## src/rtl/int_controller.sv

```systemverilog
// Prioritised interrupt controller: captures rising edges on N lines,
// applies mask and global enable, presents the highest-priority eligible
// line as a frozen vector address and tracks a single in-service interrupt.
module int_controller #(
    parameter int unsigned     N          = 8,
    parameter int unsigned     AW         = 16,
    parameter logic [AW-1:0]   VEC_BASE   = 16'hFF00,
    parameter int unsigned     VEC_STRIDE = 4
) (
    input  logic          clk,
    input  logic          rst_n,
    input  logic [N-1:0]  irq,
    input  logic [N-1:0]  maskIn,
    input  logic          MASKld,
    input  logic          MASKclr,
    input  logic          intDisable,
    input  logic          intEnable,
    input  logic          clrPend,
    input  logic          intReturn,
    output logic          intPending,
    output logic [AW-1:0] hvpiAddr,
    output logic          inService,
    output logic [N-1:0]  pendingOut,
    output logic [N-1:0]  maskOut
);

    localparam int unsigned IW = (N > 1) ? $clog2(N) : 1;

    typedef enum logic [1:0] {
        IDLE,
        PEND,
        SERVICE
    } state_t;

    state_t          state_q, state_d;
    logic [N-1:0]    irq_prev_q;
    logic [N-1:0]    pend_q, pend_d;
    logic [N-1:0]    mask_q, mask_d;
    logic            en_q, en_d;
    logic [AW-1:0]   addr_q, addr_d;
    logic [IW-1:0]   sel_q, sel_d;

    logic [N-1:0]    rise;
    logic [N-1:0]    eligible;
    logic [N-1:0]    clr_vec;
    logic [IW-1:0]   sel_idx;
    logic            found;

    // Edge detect, eligibility, lowest-index priority pick, mask and enable updates
    always_comb begin
        rise     = irq & ~irq_prev_q;
        eligible = pend_q & ~mask_q;
        sel_idx  = '0;
        found    = 1'b0;
        for (int unsigned i = 0; i < N; i++) begin
            if (eligible[i] && !found) begin
                sel_idx = IW'(i);
                found   = 1'b1;
            end
        end

        mask_d = mask_q;
        if (MASKclr) begin
            mask_d = '0;
        end else if (MASKld) begin
            mask_d = maskIn;
        end

        en_d = en_q;
        if (intDisable) begin
            en_d = 1'b0;
        end else if (intEnable) begin
            en_d = 1'b1;
        end
    end

    // Request/service FSM; a new rising edge beats the acknowledge clear of the same bit
    always_comb begin
        state_d = state_q;
        sel_d   = sel_q;
        addr_d  = addr_q;
        clr_vec = '0;
        unique case (state_q)
            IDLE: begin
                if (en_q && found) begin
                    state_d = PEND;
                    sel_d   = sel_idx;
                    addr_d  = VEC_BASE + AW'(sel_idx) * AW'(VEC_STRIDE);
                end
            end
            PEND: begin
                if (clrPend) begin
                    state_d        = SERVICE;
                    clr_vec[sel_q] = 1'b1;
                end else if (!eligible[sel_q]) begin
                    state_d = IDLE;
                end
            end
            SERVICE: begin
                if (intReturn) begin
                    state_d = IDLE;
                end
            end
            default: state_d = IDLE;
        endcase
        pend_d = (pend_q & ~clr_vec) | rise;
    end

    // State and datapath registers with asynchronous active-low reset
    always_ff @(posedge clk or negedge rst_n) begin
        if (!rst_n) begin
            state_q    <= IDLE;
            irq_prev_q <= '0;
            pend_q     <= '0;
            mask_q     <= '1;
            en_q       <= 1'b0;
            addr_q     <= '0;
            sel_q      <= '0;
        end else begin
            state_q    <= state_d;
            irq_prev_q <= irq;
            pend_q     <= pend_d;
            mask_q     <= mask_d;
            en_q       <= en_d;
            addr_q     <= addr_d;
            sel_q      <= sel_d;
        end
    end

    // Outputs decoded from registers only
    always_comb begin
        intPending = (state_q == PEND);
        inService  = (state_q == SERVICE);
        hvpiAddr   = addr_q;
        pendingOut = pend_q;
        maskOut    = mask_q;
    end

endmodule

```

## config.mk

```make
export PLATFORM = sky130hd
export DESIGN_NAME = int_controller
export DESIGN_NICKNAME = d
export VERILOG_FILES = /design/src/rtl/int_controller.sv
export SDC_FILE = /design/constraint.sdc
export NUM_CORES = 1
export LEC_CHECK = 0
export ABC_AREA = 1
export CAP_MARGIN = 20
export CORE_AREA = 3 3 55 57
export DETAILED_ROUTE_END_ITERATION = 8
export DIE_AREA = 0 0 58 60
export DONT_BUFFER_PORTS = 1
export PLACE_DENSITY = 0.73
export SYNTH_ARGS = -nofsm -noshare
export SYNTH_HDL_FRONTEND = slang
export SYNTH_SLANG_ARGS = --single-unit
```

## constraint.sdc

```tcl
create_clock -name clk -period 1.9 [get_ports clk]
set_input_delay 0.19 -clock clk [delete_from_list [all_inputs] [get_ports clk]]
set_output_delay 0.19 -clock clk [all_outputs]
set_load 0.05 [all_outputs]
```

==> impl_metrics.py <==
metrics = {
    "clock_network": {
        "clkTransAtPathRegs_ns": 0.09,
        "post_cts_resized": 0,
        "htree_levels": 2,
        "clk-insertion-delay-late_ns": 0.33,
        "clockRootBuffer": "clkbuf_4",
        "cts_made_buffers": 5,
        "clockBufferDepth": 2,
        "clock-sinks": 31,
        "cts_tree": "yes",
    },
    "floorplan": {
        "die_x_um": 58,
        "core_area_mm2": 0.00252,
        "initial_core_util": 0.600,
        "io_pins": 58,
        "rows": 18,
        "die_h_um": 60,
        "fp.dieArea_mm2": 0.00348,
    },
    "placement": {
        "numPortBuffers": 0,
        "globalplace.congestion": 0.898,
        "dp_hpwl_um": 2550,
    },
    "global_routing": {
        "grtUsageMet2": 0.456,
        "grt_pass1_wl_um": 6240,
        "grt_max_degree": 32,
        "grt_remaining_overflow": 0,
        "grt_pass1_vias": 1395,
        "top_usage_layer": "met2",
        "grtUsageMet1": 0.259,
        "antenna_found_initial": 0,
        "grt_usage": 0.243,
        "gr-usage-met3": 0.0734,
    },
    "sta": {
        "hold_viol_final": 0,
        "worst_slew_pin_slew_ns": 0.539,
        "fmax_mhz": 654,
        "setup_viol": 0,
        "maxSlewHeadroom": 0.641,
        "fin_skew_ns": 0.0101,
        "finalSetupTns_ns": 0,
        "rsz0062_at_grt": "false",
        "slew_viol_final": 0,
        "fin_crit_ns": 1.53,
        "post-route-period-util": 0.805,
    },
    "critical_path": {
        "path_class": "flip-flop to output pin",
        "path_buf_inv": 1,
        "crit_required_ns": 1.71,
        "crit_slowest_cell": "dfrtp_4",
        "start_kind": "flip-flop",
        "max_stage_delay_ns": 0.64,
        "crit_family": "flip-flops",
        "worst-path-max-fanout": 6,
        "crit_path_end_kind": "output pin",
        "critical_path_arrival_ns": 1.34,
        "path_cells": "buf_12",
    },
    "synthesis": {
        "ys.warnings.count": 0,
        "synthDistinctLibCells": 24,
        "synth_edf_count": 0,
        "postSynthCellCount": 175,
        "yosys-top-cells-area": "dfrtp_1 (38%), dfstp_2 (14%), nand3_1 (6.6%)",
        "ys_dominant_reg_cell": "dfrtp_1",
        "syn_avg_cell_area_um2": 8.65,
        "synth-seq-area-share": 0.519,
        "synth_top_area_share": 0.380,
        "yosys.area.top_type": "dfrtp_1",
        "ys_ff_latch": 31,
        "syn-cell-area_mm2": 0.00151,
        "async_reset_ff_frac": 1.00,
    },
    "route": {
        "vias": 1348,
        "firstDrtPassIters": 4,
        "postRouteWirelength_um": 3670,
        "via_per_inst": 5.41,
        "routedWlPerCell_um": 14.7,
        "drc": 0,
        "ant_nets": 0,
        "drt_iter0_drc": 82,
    },
    "layout": {
        "area.growth.synth_to_final_pct": 30.5,
        "layout_common_cells": "dlygate4sd3_1 (26), inv_1 (22), dfrtp_1 (22)",
        "drive_gt1_frac": 0.260,
        "n_antenna_cell": 0,
        "nets": 242,
        "fill_cells": 184,
        "layout_commonest_cell": "dlygate4sd3_1",
        "utilization": 0.783,
    },
    "run_status": {
        "outcome": "complete, no violations",
    },
    "run": {
        "maxCapViolations": 0,
    },
    "power_and_ir_drop": {
        "p_leak_nw": 0.895,
        "ir_drop_mv": 0.983,
        "powerDensity_mw_per_mm2": 1000,
    },
    "worst_hold_path": {
        "min-delay-path-class": "input port to flip-flop",
    },
}
==> registers in the layout, summed over array words and instances, names as in the netlist <==
name        cells
pendingOut      8
state_q         2
hvpiAddr        2
en_q            1
sel_q           2
irq_prev_q      8
maskOut         8
==> logic make-up (layout without fill, tap and decap cells) <==
| group | Yosys count | count (layout) | synth area share |
|---|---|---|---|
| compound gates | 31 | 31 | 0.110 |
| buf+inv | 45 | 85 | 0.142 |
| flops | 31 | 31 | 0.519 |
| other cells | 1 | 5 | 0.00248 |
| simple gates | 67 | 67 | 0.226 |
==> power breakdown <==
group	internal (mW)	switching (mW)	leakage [nW]
clock network	0.218	0.212	0.0386
logic	0.215	0.508	0.520
registers	0.740	0.0851	0.336
==> final timing paths <==
path                                     startpoint                       to  slack, ns  cells past startpoint
max                        hvpiAddr[14]$_DFFE_PN0P_             hvpiAddr[10]       0.37                      1
min                                         clrPend   state_q[0]$_DFFE_PN0P_       0.05                      3
max reg2reg                  maskOut[1]$_DFFE_PN1P_     sel_q[0]$_DFFE_PN0P_       0.41                     10
min reg2reg                 irq_prev_q[4]$_DFF_PN0_  pendingOut[4]$_DFF_PN0_       0.41                      1
max in group asynchronous                     rst_n   maskOut[4]$_DFFE_PN1P_       1.36                      2
min in group asynchronous                     rst_n         en_q$_DFFE_PN0P_       0.30                      2
==> per-layer routing <==
metal | up-vias | part of all wire
li1 | 645 | -
met1 | 632 | 0.36
met2 | 60 | 0.54
met3 | 11 | 0.075
met4 | 0 | 0.017
met5 | - | 0
==> cell type report <==
| type | count | area [um^2] | area share |
|---|---|---|---|
| Sequential cell | 31 | 790 | 0.400 |
| Multi-Input combinational cell | 103 | 528 | 0.267 |
| Timing Repair Buffer | 46 | 435 | 0.220 |
| Inverter | 31 | 116 | 0.0589 |
| Clock buffer | 8 | 68.8 | 0.0348 |
| Tap cell | 30 | 37.5 | 0.0190 |
==> stage by stage <==
| step | power [mW] | hold slack, ns | area, um^2 | setup slack [ns] | cells |
|---|---|---|---|---|---|
| floorplan | 1.32 | -0.106 | 1530 | 0.316 | 179 |
| global placement | 1.48 | -0.104 | 1630 | 0.464 | 214 |
| detailed placement | 1.49 | -0.104 | 1630 | 0.416 | 214 |
| CTS | 1.99 | 0.0311 | 1980 | 0.349 | 249 |
| global route | 2.09 | 0.0381 | 1980 | 0.290 | 249 |
| finish | 1.98 | 0.0479 | 1980 | 0.371 | 249 |
==> synthesized netlist by cell type, types with 2 or more instances <==
cell type  instances
dfrtp_1           23
o22ai_1            2
nand4_1            4
nor3_1             2
nand3_1           20
nand2_2            6
a21oi_1            2
nand3_2            3
o21ai_1           16
nor2_4             2
buf_4             12
nor2_1             8
inv_1             22
o31ai_1            2
dfstp_2            8
inv_2              9
o21ai_0            8
nand2_1           20
==> repair_timing <==
action,CTS,global route
hold endpoints to repair,57,0
hold buffers,27,0
setup endpoints to repair,0,0
setup buffers,0,0
Note: power is estimated with default switching activity, not from simulation.
